**config.mk**
```make
export PLATFORM = sky130hd
export DESIGN_NAME = apb_controller
export DESIGN_NICKNAME = d
export VERILOG_FILES = /design/src/rtl/apb_bridge_pkg.sv /design/src/rtl/apb_req_buffer.sv /design/src/rtl/apb_controller.sv
export SDC_FILE = /design/constraint.sdc
export NUM_CORES = 1
export LEC_CHECK = 0
export ABC_AREA = 1
export CAP_MARGIN = 10
export CORE_UTILIZATION = 47
export DETAILED_ROUTE_END_ITERATION = 7
export PLACE_DENSITY = 0.92
export SYNTH_ARGS = -nofsm -noshare
export SYNTH_HDL_FRONTEND = slang
export SYNTH_HIERARCHICAL = 1
export SYNTH_SLANG_ARGS = --single-unit
```
**constraint.sdc**
```tcl
create_clock -name HCLK -period 6.3 [get_ports HCLK]
set_input_delay 1.26 -clock HCLK [delete_from_list [all_inputs] [get_ports HCLK]]
set_output_delay 1.26 -clock HCLK [all_outputs]
set_load 0.01 [all_outputs]
```
**src/rtl/apb_bridge_pkg.sv**
```systemverilog
// Shared definitions for the AHB-to-APB bridge: FSM state encoding,
// slave count, PSEL decode bit positions and default bus widths.
package apb_bridge_pkg;

    localparam int APB_NUM_SLAVES = 4;
    localparam int PSEL_MSB       = 25;
    localparam int PSEL_LSB       = 24;
    localparam int APB_ADDR_W_DEF = 32;
    localparam int APB_DATA_W_DEF = 32;

    typedef enum logic [1:0] {
        ST_IDLE   = 2'd0,
        ST_SETUP  = 2'd1,
        ST_ACCESS = 2'd2
    } apb_state_e;

    // Turn the two slave-select address bits into a one-hot PSEL vector.
    function automatic logic [APB_NUM_SLAVES-1:0] psel_decode(
        input logic [PSEL_MSB-PSEL_LSB:0] sel
    );
        logic [APB_NUM_SLAVES-1:0] onehot;
        onehot      = '0;
        onehot[sel] = 1'b1;
        return onehot;
    endfunction

endpackage

```
**src/rtl/apb_req_buffer.sv**
```systemverilog
// One-entry holding buffer for an AHB request that arrives while the APB
// side is still busy with the previous transfer.
module apb_req_buffer
    import apb_bridge_pkg::*;
#(
    parameter int ADDR_W = APB_ADDR_W_DEF,
    parameter int DATA_W = APB_DATA_W_DEF
) (
    input  logic              clk,
    input  logic              rst_n,
    input  logic              load,
    input  logic              drain,
    input  logic [ADDR_W-1:0] load_addr,
    input  logic [DATA_W-1:0] load_data,
    input  logic              load_write,
    output logic              full,
    output logic [ADDR_W-1:0] addr,
    output logic [DATA_W-1:0] data,
    output logic              write
);

    // Occupancy flag; load and drain never coincide because a full buffer
    // blocks new acceptances.
    always_ff @(posedge clk or negedge rst_n) begin
        if (!rst_n) begin
            full <= 1'b0;
        end else if (load) begin
            full <= 1'b1;
        end else if (drain) begin
            full <= 1'b0;
        end
    end

    // Payload is only meaningful while full is set, so it carries no reset.
    always_ff @(posedge clk) begin
        if (load) begin
            addr  <= load_addr;
            data  <= load_data;
            write <= load_write;
        end
    end

endmodule

```
**src/rtl/apb_controller.sv**
```systemverilog
// APB master side of the AHB-to-APB bridge. Converts latched AHB requests
// into SETUP/ACCESS APB transfers, holds one extra request in a pending
// buffer and stalls the AHB side while a read is outstanding.
// Optional build macro: APB_CTRL_WAIT_STATE_EN -- when defined ACCESS waits
// for PREADY; when undefined PREADY is ignored and ACCESS lasts one cycle.
module apb_controller
    import apb_bridge_pkg::*;
#(
    parameter int ADDR_W = APB_ADDR_W_DEF,
    parameter int DATA_W = APB_DATA_W_DEF
) (
    input  logic                      HCLK,
    input  logic                      HRESETn,
    input  logic                      VALID,
    input  logic [ADDR_W-1:0]         HADDR_TEMP,
    input  logic [DATA_W-1:0]         HWDATA_TEMP,
    input  logic                      HWRITE_TEMP,
    input  logic [DATA_W-1:0]         PRDATA,
    input  logic                      PREADY,
    output logic [APB_NUM_SLAVES-1:0] PSEL,
    output logic                      PENABLE,
    output logic                      PWRITE,
    output logic [ADDR_W-1:0]         PADDR,
    output logic [DATA_W-1:0]         PWDATA,
    output logic                      HREADYOUT,
    output logic [DATA_W-1:0]         HRDATA
);

    apb_state_e        state, state_nxt;
    logic              accept;
    logic              access_done;
    logic              complete;
    logic              load_req;
    logic              load_pend;
    logic              buf_load;
    logic              buf_full;
    logic [ADDR_W-1:0] buf_addr;
    logic [DATA_W-1:0] buf_data;
    logic              buf_write;
    logic              rd_out;

`ifdef APB_CTRL_WAIT_STATE_EN
    assign access_done = PREADY;
`else
    logic unused_pready;
    assign unused_pready = PREADY;
    assign access_done   = 1'b1;
`endif

    assign HREADYOUT = !buf_full && !rd_out;
    assign accept    = VALID && HREADYOUT;
    assign complete  = (state == ST_ACCESS) && access_done;

    apb_req_buffer #(
        .ADDR_W (ADDR_W),
        .DATA_W (DATA_W)
    ) u_req_buffer (
        .clk        (HCLK),
        .rst_n      (HRESETn),
        .load       (buf_load),
        .drain      (load_pend),
        .load_addr  (HADDR_TEMP),
        .load_data  (HWDATA_TEMP),
        .load_write (HWRITE_TEMP),
        .full       (buf_full),
        .addr       (buf_addr),
        .data       (buf_data),
        .write      (buf_write)
    );

    // FSM state register.
    always_ff @(posedge HCLK or negedge HRESETn) begin
        if (!HRESETn) begin
            state <= ST_IDLE;
        end else begin
            state <= state_nxt;
        end
    end

    // Next state and transfer sourcing: a pending entry always wins over a
    // request arriving on the completion edge, keeping request order.
    always_comb begin
        state_nxt = state;
        load_req  = 1'b0;
        load_pend = 1'b0;
        buf_load  = 1'b0;
        unique case (state)
            ST_IDLE: begin
                if (accept) begin
                    state_nxt = ST_SETUP;
                    load_req  = 1'b1;
                end
            end
            ST_SETUP: begin
                state_nxt = ST_ACCESS;
                buf_load  = accept;
            end
            ST_ACCESS: begin
                if (access_done) begin
                    if (buf_full) begin
                        state_nxt = ST_SETUP;
                        load_pend = 1'b1;
                    end else if (accept) begin
                        state_nxt = ST_SETUP;
                        load_req  = 1'b1;
                    end else begin
                        state_nxt = ST_IDLE;
                    end
                end else begin
                    buf_load = accept;
                end
            end
            default: state_nxt = ST_IDLE;
        endcase
    end

    // APB request outputs: loaded on entry to SETUP and frozen until the
    // transfer completes.
    always_ff @(posedge HCLK or negedge HRESETn) begin
        if (!HRESETn) begin
            PSEL    <= '0;
            PENABLE <= 1'b0;
            PWRITE  <= 1'b0;
            PADDR   <= '0;
            PWDATA  <= '0;
        end else if (load_req) begin
            PSEL    <= psel_decode(HADDR_TEMP[PSEL_MSB:PSEL_LSB]);
            PENABLE <= 1'b0;
            PWRITE  <= HWRITE_TEMP;
            PADDR   <= HADDR_TEMP;
            PWDATA  <= HWDATA_TEMP;
        end else if (load_pend) begin
            PSEL    <= psel_decode(buf_addr[PSEL_MSB:PSEL_LSB]);
            PENABLE <= 1'b0;
            PWRITE  <= buf_write;
            PADDR   <= buf_addr;
            PWDATA  <= buf_data;
        end else if (state_nxt == ST_ACCESS) begin
            PENABLE <= 1'b1;
        end else if (state_nxt == ST_IDLE) begin
            PSEL    <= '0;
            PENABLE <= 1'b0;
        end
    end

    // Read tracking: only one read can be in flight because it blocks further
    // acceptance, so any read completion belongs to the outstanding read.
    always_ff @(posedge HCLK or negedge HRESETn) begin
        if (!HRESETn) begin
            rd_out <= 1'b0;
            HRDATA <= '0;
        end else if (accept && !HWRITE_TEMP) begin
            rd_out <= 1'b1;
        end else if (complete && !PWRITE) begin
            rd_out <= 1'b0;
            HRDATA <= PRDATA;
        end
    end

endmodule

```
==> results.md <==
* Status: complete, no violations
* Synth Cell Area at 6560 um^2
* Post-synthesis simple-gate area fraction at 26.2%
* Compound-cell area share of the yosys netlist at 0.0763%
* Worst-skew pair later-pin latency at 0.42 ns
* Critical path class: in2reg
* Die H at 120 um
* Cell variety after synth at 19
* Final slew viol count at 0
* Initial Util at 48.8%
* Dpl cell area at 8670 um^2
* Fillers at 977
* Synthesis Warnings at 6
* Initial antenna violation count at 0
* Ports at 204
* Worst hold path class: reg2reg
* Worst endpoint data arrival time at 3.68 ns
* Largest fanout on the critical path at 34
* XOR/XNOR Fraction of Synth Area at 0%
* Fin crit share at 52.8%
* GRT Total Usage at 24.2%
* DRC viols at 0
* TritonCTS Buffers at 17
* Cell count after synthesis at 610
* Post-CTS setup repair buffer count at 0
* Vias per cell at 5.24
* Placer Congestion at 0.759
* Num rows at 42
* Post-synthesis mux area share at 0%
* Crit path launch type: primary input
* Share of cells above drive strength 1 at 5.90%
* Via count at 5,190
* Drt initial violations at 294
* Worst EP required at 6.66 ns
* FF+latch count, synth at 171
* Post-Layout Cell Count at 990
* Leakage at 3.95 nW
* Nets at 902
* Syn_nets at 711
* Post-CTS sizing at 0
* Hold EP: PADDR[26]
* Vias in the first global route at 5,209
* CTS tree: done
* Peak Freq at 301 MHz
* Worst R2R Start: u_req_buffer/full
* Clock-pin slew on the worst setup and hold paths at 0.06 ns
* Largest family of logic cells by synthesized area: simple AND/OR/NAND/NOR gates
* Final hold violation count at 0
* Gr ovfl total at 0
* CORE AREA at 13,500 um^2
* Pin count of the biggest net entering global routing at 67
* DRT Pass-1 Iters at 4
* Final Setup Violations at 0
* Layout Skew at 0.00950 ns
* Clock root buffer: clkbuf_16
* Setup TNS at 0 ns
* H-Tree Depth at 4
* CP cell instances: clkdlybuf4s50_1 -> nand3b_2 -> nand2_1 -> nand2_1 -> nand2_1
* Area of the die at 14,400 um^2
* P per Cell Area at 476 nW/um^2
* RSZ-0062 raised after global routing: no
* Seq/Total Area, Yosys at 70.2%
* RR Endpoint: HRDATA[1]
* Hold-fix buffers at CTS at 0
* DP Cell Count at 958
* Clock sink count at 171
* MaxCap Viol Count at 0
* Area Overhead vs Synth at 42.1%
* Antenna Violating Nets Remaining at 0
* Tmin final at 3.33 ns
* Deepest clock path buffer count at 2
* Worst R2R Setup Slack at 3.81 ns
* Adder-Cell Fraction of Synth Area at 0%
* Least-Margin Pin Slew at 1.01 ns
* Detailed-route wire length at 16,700 um
* Hold wc startpoint: u_req_buffer/addr[26]
* I/O Buffers at 202
* First-pass GRT wire length at 26,300 um
* Final instance area at 9330 um^2
* Worst setup EP type: register
* Avg Inst Size Synth at 10.8 um^2
* Worst-case vdd ir drop at 286 uV
* Post-DP HPWL at 10,700 um
* Hold Crit Depth at 2
* Die Width at 120 um
* Critical-path top delay cell: nand2_1
* Antenna Cells at 0
* FF-to-FF path depth at 5
* Drt wl/cell at 16.9 um
* Worst relative slew slack at 32.8%
* Most frequent CP cell: nand2_1
* Slowest Stage Delay on Critical Path at 1.00 ns
==> metrics by stage <==
step | power [mW] | utilization (%) | setup slack [ns] | hold slack [ns]
after floorplan | 2.45 | - | 1.96 | 0.442
after global placement | 3.25 | 64.5 | 2.61 | 0.444
after detailed placement | 3.32 | 64.5 | 2.59 | 0.449
after CTS | 4.47 | 69.3 | 3.01 | 0.466
after global routing | 4.69 | 69.3 | 2.83 | 0.487
final | 4.44 | 69.3 | 2.97 | 0.463
==> worst max-delay path by stage <==
| stage | start | slack, ns | endpoint |
|---|---|---|---|
| 6_report | HWRITE_TEMP | 2.97 | HRDATA[1] |
| 5_1_grt | HWRITE_TEMP | 2.83 | HRDATA[1] |
| 4_1_cts | HWRITE_TEMP | 3.01 | HRDATA[1] |
| 3_5_place_dp | HWRITE_TEMP | 2.59 | HRDATA[1] |
| 3_3_place_gp | HWRITE_TEMP | 2.61 | HRDATA[29] |
| 2_1_floorplan | VALID | 1.96 | u_req_buffer/addr[0] |
==> critical path: cells and delay by family <==
family | cells | cell delay, ns
buf+inv | 1 | 0.46
simple gates | 4 | 1.94
==> cell families (layout without fill, tap and decap cells) <==
| kind of cell | Yosys count | in the layout |
|---|---|---|
| DFF | 171 | 171 |
| AOI/OAI and AO/OA | 1 | 1 |
| buffers and inverters | 46 | 250 |
| and+or+nand+nor | 392 | 392 |
==> cell usage after synthesis <==
master	n	area, um^2
nor2_1	5	18.8
nor3_1	1	5.00
nor2_4	2	22.5
buf_4	9	67.6
buf_1	1	3.75
buf_6	1	11.3
dfrtp_1	106	2650
nand3_1	172	861
nor2_2	1	6.26
clkbuf_1	12	45.0
buf_2	14	70.1
inv_1	7	26.3
nand3_2	1	10.0
o21ai_0	1	5.00
nand2_1	208	781
nand2_2	1	6.26
edfxtp_1	65	1950
inv_2	2	7.51
nand3b_2	1	11.3
==> area by class of cell <==
class,count,area [um^2],share of cell area [%]
sequential,171,4600,49.4
inverter,9,33.8,0.362
timing repair buffer,209,2070,22.2
clock inverter,11,193,2.07
clock buffer,21,460,4.94
tap,176,220,2.36
multi-input combinational,393,1740,18.7
==> sequential cells by signal (all words and copies together) (netlist names) <==
name and count:
PWDATA 32, PENABLE 1, PADDR 32, rd_out 1, u_req_buffer/write 1, HRDATA 32
u_req_buffer/full 1, PWRITE 1, state 2, u_req_buffer/data 32, PSEL 4, u_req_buffer/addr 32
==> where the power goes <==
group	total (mW)	switching (mW)	internal (mW)
logic	1.58	0.791	0.791
registers	1.71	0.194	1.52
clock network	1.14	0.417	0.725
==> per-layer routing <==
metal | vias up | share of wire, % | track usage, % | routed length [um]
li1 | 2457 | - | - | -
met1 | 2494 | 39 | 28.1 | 6460
met2 | 221 | 50 | 41.8 | 8330
met3 | 18 | 10 | 8.17 | 1690
met4 | 0 | 1.2 | 7.81 | 203
met5 | - | 0 | 0 | 0
==> layout by cell type (no fill, tap or decap), types with 5 or more instances in the layout <==
cell type	count
nor2_1	5
edfxtp_1	65
buf_4	8
nand2_1	208
nand3_1	171
clkdlybuf4s50_1	201
clkbuf_16	17
bufinv_16	5
inv_1	7
dfrtp_1	106
Note: power is estimated with default switching activity, not from simulation.
